[config.mk]
export PLATFORM = sky130hd
export DESIGN_NAME = arbitro_ula_4bits
export DESIGN_NICKNAME = d
export VERILOG_FILES = /design/src/rtl/arbitro_ula_4bits.sv
export SDC_FILE = /design/constraint.sdc
export NUM_CORES = 1
export LEC_CHECK = 0
export BUFFER_PORTS_ARGS = -buffer_cell sky130_fd_sc_hd__buf_2
export CAP_MARGIN = 10
export CORE_ASPECT_RATIO = 2
export CORE_MARGIN = 3
export CORE_UTILIZATION = 50
export CTS_CLUSTER_DIAMETER = 120
export DETAILED_ROUTE_END_ITERATION = 10
export PLACE_DENSITY = 0.8
export SYNTH_ARGS = -nofsm -noshare
export SYNTH_HDL_FRONTEND = slang
export SYNTH_SLANG_ARGS = --single-unit
[constraint.sdc]
create_clock -name clk -period 2 [get_ports clk]
set_input_delay 0.1 -clock clk [delete_from_list [all_inputs] [get_ports clk]]
set_output_delay 0.1 -clock clk [all_outputs]
set_load 0.005 [all_outputs]
[src/rtl/arbitro_ula_4bits.sv]
// Round-robin sequencer that shares one external 4-bit ALU between two requesters:
// accept a request, hold the ALU inputs for LAT cycles, capture result/flags, return a response.
module arbitro_ula_4bits #(
  parameter int LAT   = 1,
  parameter int CNT_W = 8
) (
  input  logic             clk,
  input  logic             rst,
  input  logic             req0_valid,
  output logic             req0_ready,
  input  logic [3:0]       req0_a,
  input  logic [3:0]       req0_b,
  input  logic             req0_cin,
  input  logic [2:0]       req0_op,
  input  logic             req1_valid,
  output logic             req1_ready,
  input  logic [3:0]       req1_a,
  input  logic [3:0]       req1_b,
  input  logic             req1_cin,
  input  logic [2:0]       req1_op,
  output logic [3:0]       ula_A,
  output logic [3:0]       ula_B,
  output logic             ula_Cin,
  output logic [2:0]       ula_OP,
  input  logic [7:0]       ula_result,
  input  logic             ula_cout,
  input  logic             ula_ov,
  input  logic             ula_z,
  input  logic             ula_err,
  output logic             rsp_valid,
  input  logic             rsp_ready,
  output logic             rsp_id,
  output logic [7:0]       rsp_result,
  output logic [3:0]       rsp_flags,
  output logic             busy,
  output logic [CNT_W-1:0] ops_done,
  output logic [1:0]       dbg_state
);

  // Handshakes: a transfer happens on a rising edge where valid and ready are both high;
  // valid never waits on ready, ready may depend combinationally on valid.
  typedef enum logic [1:0] {S_IDLE, S_SETTLE, S_CAPTURE, S_RESP} state_t;

  localparam logic [3:0]       LAT_M1  = 4'(LAT - 1);
  localparam logic [CNT_W-1:0] CNT_ONE = {{(CNT_W-1){1'b0}}, 1'b1};
  localparam logic [2:0]       OP_INV  = 3'd7;

  state_t           r_state;
  state_t           w_next;
  logic             r_last_grant;
  logic [3:0]       r_cnt;
  logic [3:0]       r_ula_a;
  logic [3:0]       r_ula_b;
  logic             r_ula_cin;
  logic [2:0]       r_ula_op;
  logic             r_rsp_valid;
  logic             r_rsp_id;
  logic [7:0]       r_rsp_result;
  logic [3:0]       r_rsp_flags;
  logic [CNT_W-1:0] r_ops;

  logic             w_grant0;
  logic             w_grant1;
  logic             w_accept;
  logic [3:0]       w_sel_a;
  logic [3:0]       w_sel_b;
  logic             w_sel_cin;
  logic [2:0]       w_sel_op;

  // On a tie the requester that did not win last time is served.
  assign w_grant0 = (r_state == S_IDLE) && !rst && req0_valid && (!req1_valid ||  r_last_grant);
  assign w_grant1 = (r_state == S_IDLE) && !rst && req1_valid && (!req0_valid || !r_last_grant);
  assign w_accept = w_grant0 | w_grant1;

  assign w_sel_a   = w_grant1 ? req1_a   : req0_a;
  assign w_sel_b   = w_grant1 ? req1_b   : req0_b;
  assign w_sel_cin = w_grant1 ? req1_cin : req0_cin;
  assign w_sel_op  = w_grant1 ? req1_op  : req0_op;

  assign req0_ready = w_grant0;
  assign req1_ready = w_grant1;
  assign ula_A      = r_ula_a;
  assign ula_B      = r_ula_b;
  assign ula_Cin    = r_ula_cin;
  assign ula_OP     = r_ula_op;
  assign rsp_valid  = r_rsp_valid;
  assign rsp_id     = r_rsp_id;
  assign rsp_result = r_rsp_result;
  assign rsp_flags  = r_rsp_flags;
  assign ops_done   = r_ops;
  assign busy       = (r_state != S_IDLE);
  assign dbg_state  = r_state;

  always_comb begin
    w_next = r_state;
    case (r_state)
      S_IDLE:    if (w_accept) w_next = (w_sel_op == OP_INV) ? S_RESP : S_SETTLE;
      S_SETTLE:  if (r_cnt == 4'd0) w_next = S_CAPTURE;
      S_CAPTURE: w_next = S_RESP;
      S_RESP:    if (rsp_ready) w_next = S_IDLE;
      default:   w_next = S_IDLE;
    endcase
  end

  always_ff @(posedge clk) begin
    if (rst) begin
      r_state      <= S_IDLE;
      r_last_grant <= 1'b1;
      r_cnt        <= 4'd0;
      r_ula_a      <= 4'd0;
      r_ula_b      <= 4'd0;
      r_ula_cin    <= 1'b0;
      r_ula_op     <= 3'd0;
      r_rsp_valid  <= 1'b0;
      r_rsp_id     <= 1'b0;
      r_rsp_result <= 8'd0;
      r_rsp_flags  <= 4'd0;
      r_ops        <= '0;
    end else begin
      r_state <= w_next;
      case (r_state)
        S_IDLE: begin
          if (w_accept) begin
            r_rsp_id     <= w_grant1;
            r_last_grant <= w_grant1;
            r_cnt        <= LAT_M1;
            // An invalid opcode never reaches the ALU; it is answered as an error at once.
            if (w_sel_op == OP_INV) begin
              r_rsp_valid  <= 1'b1;
              r_rsp_result <= 8'd0;
              r_rsp_flags  <= 4'b1000;
            end else begin
              r_ula_a   <= w_sel_a;
              r_ula_b   <= w_sel_b;
              r_ula_cin <= w_sel_cin;
              r_ula_op  <= w_sel_op;
            end
          end
        end
        S_SETTLE: begin
          if (r_cnt != 4'd0) r_cnt <= r_cnt - 4'd1;
        end
        S_CAPTURE: begin
          r_rsp_valid  <= 1'b1;
          r_rsp_result <= ula_result;
          r_rsp_flags  <= {ula_err, ula_z, ula_ov, ula_cout};
        end
        S_RESP: begin
          if (rsp_ready) begin
            r_rsp_valid <= 1'b0;
            if (r_ops != '1) r_ops <= r_ops + CNT_ONE;
          end
        end
        default: ;
      endcase
    end
  end

endmodule

# Word-level counts from Yosys, hierarchy flattened
# Cells that the tools add are included.
[totals] ramBits=0 reg_bits=41 romBits=0 output_inout_bits=39 n_memories=0 latch_bits=0 inputBits=41
[classes] magnitude_cmp=0 shifts=0 div_mod_pow=0 reduce_logical=25 addsub=2 eq_ne=10 mux=22 n_mul=0 bitwise_logic=2
[ops] op="2-to-1 mux 4 bit" n=6
[ops] op="2-to-1 mux 8 bit" n=2
[ops] op="case mux 4 bit (2 select lines)" n=2
[ops] op="case mux 8 bit (2 select lines)" n=1
[ops] op="AND reduction 3 bit" n=5
[ops] op="adder 8 x 1 -> 8 bit, second input constant" n=1
[ops] op="2-to-1 mux 2 bit" n=4
[ops] op="inequality test 2 bit, second input constant" n=4
[ops] op="inequality test 8 bit, second input constant" n=1
[ops] op="case mux 2 bit (4 select lines)" n=1
[ops] op="nonzero test 2 bit" n=3
[ops] op="logical AND 1 bit" n=5
[ops] op="== test 2 bit, second input constant" n=2
[ops] op="logical NOT 1 bit" n=4
[ops] op="logical NOT 4 bit" n=1
[ops] op="2-to-1 mux 1 bit" n=4
[ops] op="AND reduction 4 bit" n=1
[ops] op="nonzero test 4 bit" n=1
[ops] op="subtractor 4 x 1 -> 4 bit, second input constant" n=1
[ops] op="== test 3 bit, second input constant" n=1
[ops] op="2-to-1 mux 3 bit" n=1
[ops] op="case mux 1 bit (3 select lines)" n=1
[ops] op="nonzero test 3 bit" n=1
[ops] op="== test 2 x 1 -> 1 bit, second input constant" n=1
[ops] op="other kinds (6)" n=7

# Logic depth before layout (Yosys ltp)
# Gate-level depths: netlist of the first run.
[depth] depth_word=9 ltp_mapped=9 mapped_depth_nobuf=7

# Worst setup path after synthesis of the first run
# OpenSTA, ideal clock, no wires.
[synth_timing] path_kind="register to register" start="register r_state[0], in the netlist dbg_state[0]" end="register r_ula_a[0], in the netlist ula_A[0]" required_time_ps=1855 n_path_buf=1 path_stages_with_launch=8 synth_period_minus_slack_ps=1785 slack_ps=215 arrival_ps=1640 path_cell_list="dfxtp_1 -> inv_1 -> ha_1 -> nand2b_1 -> a2111oi_4 -> nand2b_1 -> buf_6 -> a311oi_2"
[synth_via] elab_chain_cells=8 elab_cells_between_ends=12 classes_between="eq/ne: 1; mux: 2; bitwise: 2; reduce/logical: 7"
[synth_rtl] item="start: declaration" line_no="48" rtl="state_t r_state;"
[synth_rtl] item="start signal: assignment" line_no="120" rtl="r_state <= w_next;"
[synth_rtl] item="logical NOT 2 bit *" line_no="71, 72, 121"
[synth_rtl] item="logical AND 1 bit" line_no="71, 72"
[synth_rtl] item="logical AND 1 bit (2 in series)" line_no="72" rtl="assign w_grant1 = (r_state == S_IDLE) && !rst && req1_valid && (!req0_valid || !r_last_grant);"
[synth_rtl] item="2-to-1 mux 3 bit" line_no="78" rtl="assign w_sel_op = w_grant1 ? req1_op : req0_op;"
[synth_rtl] item="== test 3 bit" line_no="128" rtl="if (w_sel_op == OP_INV) begin"
[synth_rtl] item="NOT 1 bit (no source line)"
[synth_rtl] item="AND reduction 3 bit (no source line)"
[synth_rtl] item="end signal: assignment" line_no="133" rtl="r_ula_a <= w_sel_a;"
[synth_rtl] item="end: declaration" line_no="52" rtl="logic [3:0] r_ula_a;"
# Mark *: on every way between the ends. The rest lies on a longest branch, timed or not.
# A chain may end at the register's enable or synchronous reset.

# Worst setup path after layout of the first run
[layout_timing] start="register r_state[1], in the netlist dbg_state[1]" end="register r_rsp_result[3], in the netlist rsp_result[3]"
[layout_via] elab_chain_cells=8 elab_cells_between_ends=15 classes_between="eq/ne: 4; mux: 2; bitwise: 1; reduce/logical: 8"
[layout_rtl] item="logical NOT 2 bit" line_no="71, 72, 121"
[layout_rtl] item="logical AND 1 bit" line_no="71, 72"
[layout_rtl] item="logical AND 1 bit (2 in series)" line_no="72"
[layout_rtl] item="2-to-1 mux 3 bit" line_no="78"
[layout_rtl] item="== test 3 bit" line_no="128"
[layout_rtl] item="inequality test 2 x 1 -> 1 bit (no source line)"
[layout_rtl] item="AND reduction 3 bit (no source line)"
[layout_rtl] item="end signal: assignment" line_no="145" rtl="r_rsp_result <= ula_result;"
[layout_rtl] item="end: declaration" line_no="58" rtl="logic [7:0] r_rsp_result;"
# Several ways; a longest one is shown, not always the timed one.

==> key figures, run 1 <==
Status
  – Outcome: complete, no violations

Global routing
  – Number of global-route vias before repair: 2,133
  – GRT met1 Usage: 20.9%
  – Met2 usage: 41.8%
  – Largest net degree at the start of global routing: 17
  – Overflow after GRT: 0
  – Global Route met3 Usage: 3.98%
  – Top Usage Layer GRT: met2
  – Initial antenna violation count: 0
  – First-pass GRT wire length: 9170 um
  – Total track usage: 22.1%

Floorplanning
  – Die height: 102 um
  – Die Span X: 53.8 um
  – Initial Util: 52.1%
  – Core Footprint: 4380 um2
  – Std cell rows: 34
  – Die ar.: 5460 um2
  – I/O Pins: 80

STA
  – Setup TNS: 0 ns
  – Achievable frequency: 0.527 GHz
  – Endpoints failing hold: 0
  – Tcrit/Tclk final: 94.9%
  – Relative slew margins: 57.5%
  – Fin worst setup slack: 0.103 ns
  – Clock skew: 0.00583 ns
  – Worst Max-Slew Pin Slew: 0.635 ns
  – Endpoints failing setup: 0
  – Max-slew violation total from the final report: 0
  – Final hold slack: 0.0530 ns
  – RSZ-0062 raised after global routing: no
  – Post-route minimum period: 1.90 ns

Setup path
  – Crit path max fanout: 11
  – CP Cell Sequence: inv_1, ha_1, buf_4, nand3b_1, nor3_4, buf_4, o311ai_0, o41ai_1
  – Worst path required time: 2.16 ns
  – Crit-path leading delay family: compound AO/OA/AOI/OAI gates
  – Crit Path Class: flop to flop
  – Arrival @ worst endpoint: 2.06 ns
  – CP Launch Type: flop
  – Worst-path cell with the longest stage delay: dfxtp_1
  – Peak per-stage delay on the critical path: 0.39 ns
  – Critical path buffer and inverter count: 3
  – Most frequent CP cell: buf_4
  – Critical Path End Type: flop

Synthesis
  – Post-Syn Nets: 301
  – Register area share after synthesis: 35.9%
  – Mapped Area: 2280 um2
  – Cells after Synth: 252
  – Synthesized flop and latch total: 41
  – Synth async-reset ratio: 0%
  – Ys flop type: dfxtp_1
  – Number of synthesized flops with an enable pin: 0
  – YS warnings: 0
  – Yosys cell types: 51
  – Syn avg cell area: 9.06 um2

Layout
  – Fraction of layout cells with a size suffix above 1: 36.7%
  – # fillers: 396
  – Ant. Diodes: 0
  – Reg area: 821 um2
  – Final Net Count: 384
  – Area growth syn-to-layout: 25.9%
  – Area of the multi-input gates: 1340 um2
  – Non-Filler Instances: 389
  – Cell area after layout: 2870 um2

Hold path
  – Class of the worst hold path: input pin to flop

Route
  – Remaining DRCs: 0
  – Drt pass-1 iters: 4
  – Via count: 2,242
  – DR vias/cell: 5.76
  – ANT nets after route: 0
  – DRT iter0 DRCs: 31
  – Wirelength, routed: 5820 um
  – WL per Instance: 14.9 um

Clock network
  – Clk slew on worst S/H paths: 0.07 ns
  – Post-CTS setup buffers: 0
  – Latest clock arrival within the worst-skew pair: 0.29 ns
  – Post-CTS Hold Fix Bufs: 0
  – Root Driver: clkbuf_8
  – # clock sinks: 41
  – CTS buffer count: 5
  – CTS tree: built
  – CTS H-tree depth: 2
  – Max Buffers Root-to-Sink: 2

Pwr
  – Pleak: 1.29 nW
  – Cell Int Power: 1.91 mW
  – Clock power frac: 17.7%
  – Comb pwr share: 47.4%
  – PwrDens: 1070 nW/um2
  – Net Sw Power: 1.17 mW
  – VDD IR-drop max: 0.642 mV
  – Sw frac: 38.0%
  – Sequential Power Share: 34.9%

Place
  – Dpl cell area: 2770 um2
  – Hpwl dp: 4540 um
  – PortBufs: 79
  – Dpl cells: 382
  – Gpl congestion: 0.771
  – Pre-CTS setup slack: 0.0757 ns

Flow run
  – Max cap viols: 0
layout make-up:
type | count | area share (%)
Clock buffer | 7 | 3.00
Inverter | 11 | 1.52
Multi-Input combinational cell | 182 | 46.8
Sequential cell | 41 | 28.6
Tap cell | 54 | 2.35
Timing Repair Buffer | 94 | 17.8
cell usage after synthesis, types with 2 or more instances:
cell type / n / share of area (%)
a2111oi_4: 2 / 2.4
a211oi_1: 2 / 0.66
a21oi_1: 4 / 0.88
a311oi_1: 2 / 0.77
a311oi_2: 10 / 6.6
and2_1: 3 / 0.82
and3_1: 4 / 1.1
and4_1: 3 / 1.2
buf_2: 6 / 1.3
buf_6: 2 / 0.99
clkbuf_1: 9 / 1.5
dfxtp_1: 41 / 36
ha_1: 8 / 4.4
inv_1: 10 / 1.6
mux2i_1: 2 / 0.88
nand2_1: 39 / 6.4
nand2b_1: 3 / 0.82
nand3_1: 5 / 1.1
nand3b_1: 3 / 0.99
nand4_1: 4 / 1.1
nor2_1: 14 / 2.3
nor2b_1: 2 / 0.55
nor3_1: 16 / 3.5
o2111ai_1: 3 / 1.2
o211a_1: 2 / 0.88
o211ai_1: 3 / 0.99
o21ai_0: 3 / 0.66
o311ai_0: 9 / 3.5
o41ai_1: 10 / 3.8
xnor2_1: 2 / 0.77
xor2_1: 6 / 2.3
per-stage QoR:
stage          utilization (%)  power, mW
2_1_floorplan                -       2.11
3_3_place_gp              63.2       2.48
3_5_place_dp              63.2       2.54
4_1_cts                   65.2       3.09
5_1_grt                   65.6       3.31
6_report                  65.6       3.08
registers in the layout (all words and copies together) (netlist names):
| signal | count |
|---|---|
| rsp_flags | 4 |
| dbg_state | 2 |
| rsp_id | 1 |
| ula_A | 4 |
| r_last_grant | 1 |
| rsp_result | 8 |
| ula_B | 4 |
| ops_done | 8 |
| ula_Cin | 1 |
| r_cnt | 4 |
| rsp_valid | 1 |
| ula_OP | 3 |
tightest hold or removal path, cell delays in order:
cell and delay [ns]:
buf_2 0.08, o311ai_1 0.08, o41ai_1 0.06
cells by family after synthesis:
kind of cell	after synthesis	share of synthesized area, %
and+or+nand+nor	104	22.8
AOI/OAI and AO/OA	60	27.0
DFF	41	35.9
buffers and inverters	29	5.92
xor gates and xnor gates	8	3.07
adders and majority gates	8	4.38
muxes	2	0.877
final timing paths:
kind	startpoint	to	slack, ns	cells after the start
worst max-delay path	dbg_state[1]	rsp_result[3]	0.10	8
worst min-delay path	ula_cout	rsp_flags[0]	0.05	3
worst max register to register	dbg_state[1]	rsp_result[3]	0.10	8
worst min register to register	rsp_result[0]	rsp_result[0]	0.45	2
cell usage in the layout, fill, tap and decap left out, types with 2 or more instances in the layout:
cell type	synthesis	routed
clkbuf_8	0	6
nand3_1	5	5
o21ai_0	3	3
xnor2_1	2	2
dfxtp_1	41	41
inv_1	10	10
a2111oi_4	2	2
xor2_1	6	6
a311oi_1	2	2
o311ai_1	1	4
o41ai_1	10	10
nor3_1	16	15
and3_1	4	4
o2111ai_1	3	3
o211a_1	2	2
a21oi_1	4	4
nor2b_1	2	2
a311oi_2	10	10
buf_2	6	79
nand3b_1	3	3
and4_1	3	3
nand2b_1	3	2
nor2_1	14	14
o211ai_1	3	3
ha_1	8	8
nand2_1	39	38
mux2i_1	2	2
o311ai_0	9	6
nand4_1	4	4
buf_4	1	14
and2_1	3	3
a211oi_1	2	2
power by group through the flow:
stage	clock network [mW]	logic, mW	registers, mW
2_1_floorplan	0	1.01	1.10
3_3_place_gp	0	1.39	1.08
3_5_place_dp	0	1.44	1.09
4_1_cts	0.565	1.45	1.08
5_1_grt	0.594	1.62	1.09
6_report	0.545	1.46	1.08
repair_timing:
| action | in CTS | in global routing |
|---|---|---|
| gates resized for setup | 0 | 8 |
| endpoints found under the hold margin | 0 | 0 |
| setup endpoints to repair | 0 | 14 |
per-layer routing:
layer	up-vias	wire, um
li1	1108	-
met1	1054	2190
met2	70	3180
met3	10	312
met4	0	140
met5	-	0
(Power assumes the default switching activity.)
==> run 2, diff against run 1 <==
CORE_MARGIN = 2   (was 3)
MAX_ROUTING_LAYER = met4   (was unset)
==> run 2 against run 1 <==
Net effect: register-to-register slack improved by 0.03 ns; die area decreased by 5.6%; core utilization increased by 0.63 points; non-clock buffer count increased by 2; via count increased by 1.7%; worst hold slack improved by 0.0040 ns; final area increased by 0.96%.
==> key figures, run 2 (synthesis gave the netlist of run 1 again) <==
Place
  – Hpwl dp: 4350 um
  – Dpl cells: 383
  – Gpl congestion: 0.907
  – PortBufs: 79
  – Dpl cell area: 2780 um2

Setup path
  – Critical Path End Type: flop
  – R2R Path Start: dbg_state[0]
  – Arrival @ worst endpoint: 2.03 ns
  – Crit Reg-Reg Endpoint: ula_A[1]
  – Flop2flop setup slack: 0.13 ns
  – Crit path max fanout: 12
  – CP Launch Type: flop
  – Worst Setup SP: dbg_state[0]
  – Critical Path Sink: ula_A[1]
  – Worst Reg2Reg Path Length in Cells: 7
  – Crit Path Class: flop to flop
  – Worst path required time: 2.16 ns

Pwr
  – Cell Int Power: 1.91 mW
  – PwrDens: 1070 nW/um2
  – Post-layout power: 3.11 mW
  – VDD IR-drop max: 0.666 mV
  – Comb pwr share: 48.7%
  – Pleak: 1.29 nW
  – Sw frac: 38.6%
  – Net Sw Power: 1.20 mW
  – Sequential Power Share: 34.3%
  – Clock power frac: 16.9%

Route
  – Routed met1 length: 2230 um
  – ANT nets after route: 0
  – Wirelength, routed: 5760 um
  – Routed wl met2: 3140 um
  – Met3 routed WL: 249 um
  – Highest Signal Layer: met4
  – DR vias/cell: 5.80
  – Via count: 2,279
  – DRT iter0 DRCs: 31
  – Drt pass-1 iters: 4
  – Remaining DRCs: 0
  – WL per Instance: 14.7 um

Clock network
  – Post-CTS Hold Fix Bufs: 0
  – Clk slew on worst S/H paths: 0.08 ns
  – # clock sinks: 41
  – Latest clock arrival within the worst-skew pair: 0.29 ns
  – CTS tree: built
  – CTS buffer count: 5
  – Root Driver: clkbuf_8
  – Max Buffers Root-to-Sink: 2
  – CTS H-tree depth: 2

Global routing
  – Overflow after GRT: 0
  – Number of global-route vias before repair: 2,096
  – Largest net degree at the start of global routing: 23
  – First-pass GRT wire length: 9150 um
  – Initial antenna violation count: 0
  – Total track usage: 23.2%

Layout
  – Commonest non-fill, non-tap cell in the layout: buf_2
  – Reg area: 821 um2
  – Final Net Count: 387
  – Ant. Diodes: 0
  – Area growth syn-to-layout: 27.1%
  – # fillers: 389
  – Area of the multi-input gates: 1360 um2
  – Most frequent cells in the layout: 79 x buf_2, 41 x dfxtp_1, 39 x nand2_1, 16 x buf_4, 15 x nor3_1
  – Non-Filler Instances: 393
  – Fraction of layout cells with a size suffix above 1: 37.5%
  – Cell area after layout: 2900 um2

Hold path
  – Cells on Worst Hold Path: 3
  – Class of the worst hold path: input pin to flop
  – Hold Crit Start: ula_cout

Floorplanning
  – Core Footprint: 4380 um2
  – Die Span X: 51.8 um
  – Std cell rows: 34
  – Die height: 99.6 um
  – Die ar.: 5160 um2
  – I/O Pins: 80
  – Initial Util: 52.1%

STA
  – Achievable frequency: 0.535 GHz
  – Final hold slack: 0.0570 ns
  – Max-slew violation total from the final report: 0
  – Worst Max-Slew Pin Slew: 0.710 ns
  – Endpoints failing setup: 0
  – Tcrit/Tclk final: 93.5%
  – Endpoints failing hold: 0
  – Post-route minimum period: 1.87 ns
  – Clock skew: 0.00516 ns
  – Relative slew margins: 52.6%

Status
  – Outcome: complete, no violations

Flow run
  – Max cap viols: 0
run 2: critical path, stage by stage, from the launching register on:
cell and delay, ns:
dfxtp_1 0.31, inv_1 0.09, ha_1 0.27, nand2b_2 0.15, a2111oi_4 0.40, nand2b_1 0.15, buf_4 0.23, a311oi_2 0.13
run 2: power by group through the flow:
stage          clock network, mW  logic (mW)  registers (mW)
2_1_floorplan                  0        1.01            1.10
3_3_place_gp                   0        1.44            1.08
3_5_place_dp                   0        1.49            1.09
4_1_cts                    0.538        1.50            1.07
5_1_grt                    0.574        1.67            1.09
6_report                   0.526        1.52            1.07
run 2: worst min path at each step:
| stage | endpoint | slack [ns] |
|---|---|---|
| floorplan | rsp_result[7] | 0.24 |
| global placement | rsp_flags[0] | 0.36 |
| detailed placement | rsp_flags[0] | 0.36 |
| CTS | rsp_flags[0] | 0.06 |
| global route | rsp_result[7] | 0.07 |
| finish | rsp_flags[0] | 0.06 |
run 2: per-layer routing:
layer,vias up,GRT usage (%)
met5,-,-
met3,14,3.45
met2,70,42.1
li1,1119,-
met1,1076,24.1
met4,0,9.11
run 2: final cells by class:
class / count / area share (%)
flip-flops and latches: 41 / 28.3
inverters: 11 / 1.51
clock buffers: 6 / 2.50
multi-input cells: 183 / 46.9
well taps: 54 / 2.33
repair buffers: 96 / 18.2
clock inverters: 2 / 0.345
run 2: metrics by stage:
| stage | util (%) | setup slack, ns | setup TNS (ns) |
|---|---|---|---|
| 2_1_floorplan | - | 0.215 | 0 |
| 3_3_place_gp | 63.4 | -0.225 | -1.17 |
| 3_5_place_dp | 63.4 | -0.235 | -1.27 |
| 4_1_cts | 65.5 | 0.0385 | 0 |
| 5_1_grt | 66.2 | -0.0376 | -0.0632 |
| 6_report | 66.2 | 0.130 | 0 |
run 2: what timing repair did:
item / 4_1_cts / 5_1_grt
setup endpoints to repair: 12 / 21
cloned: 0 / 1
resized for setup: 2 / 4
pin swaps: 2 / 1
buffers inserted: 0 / 1
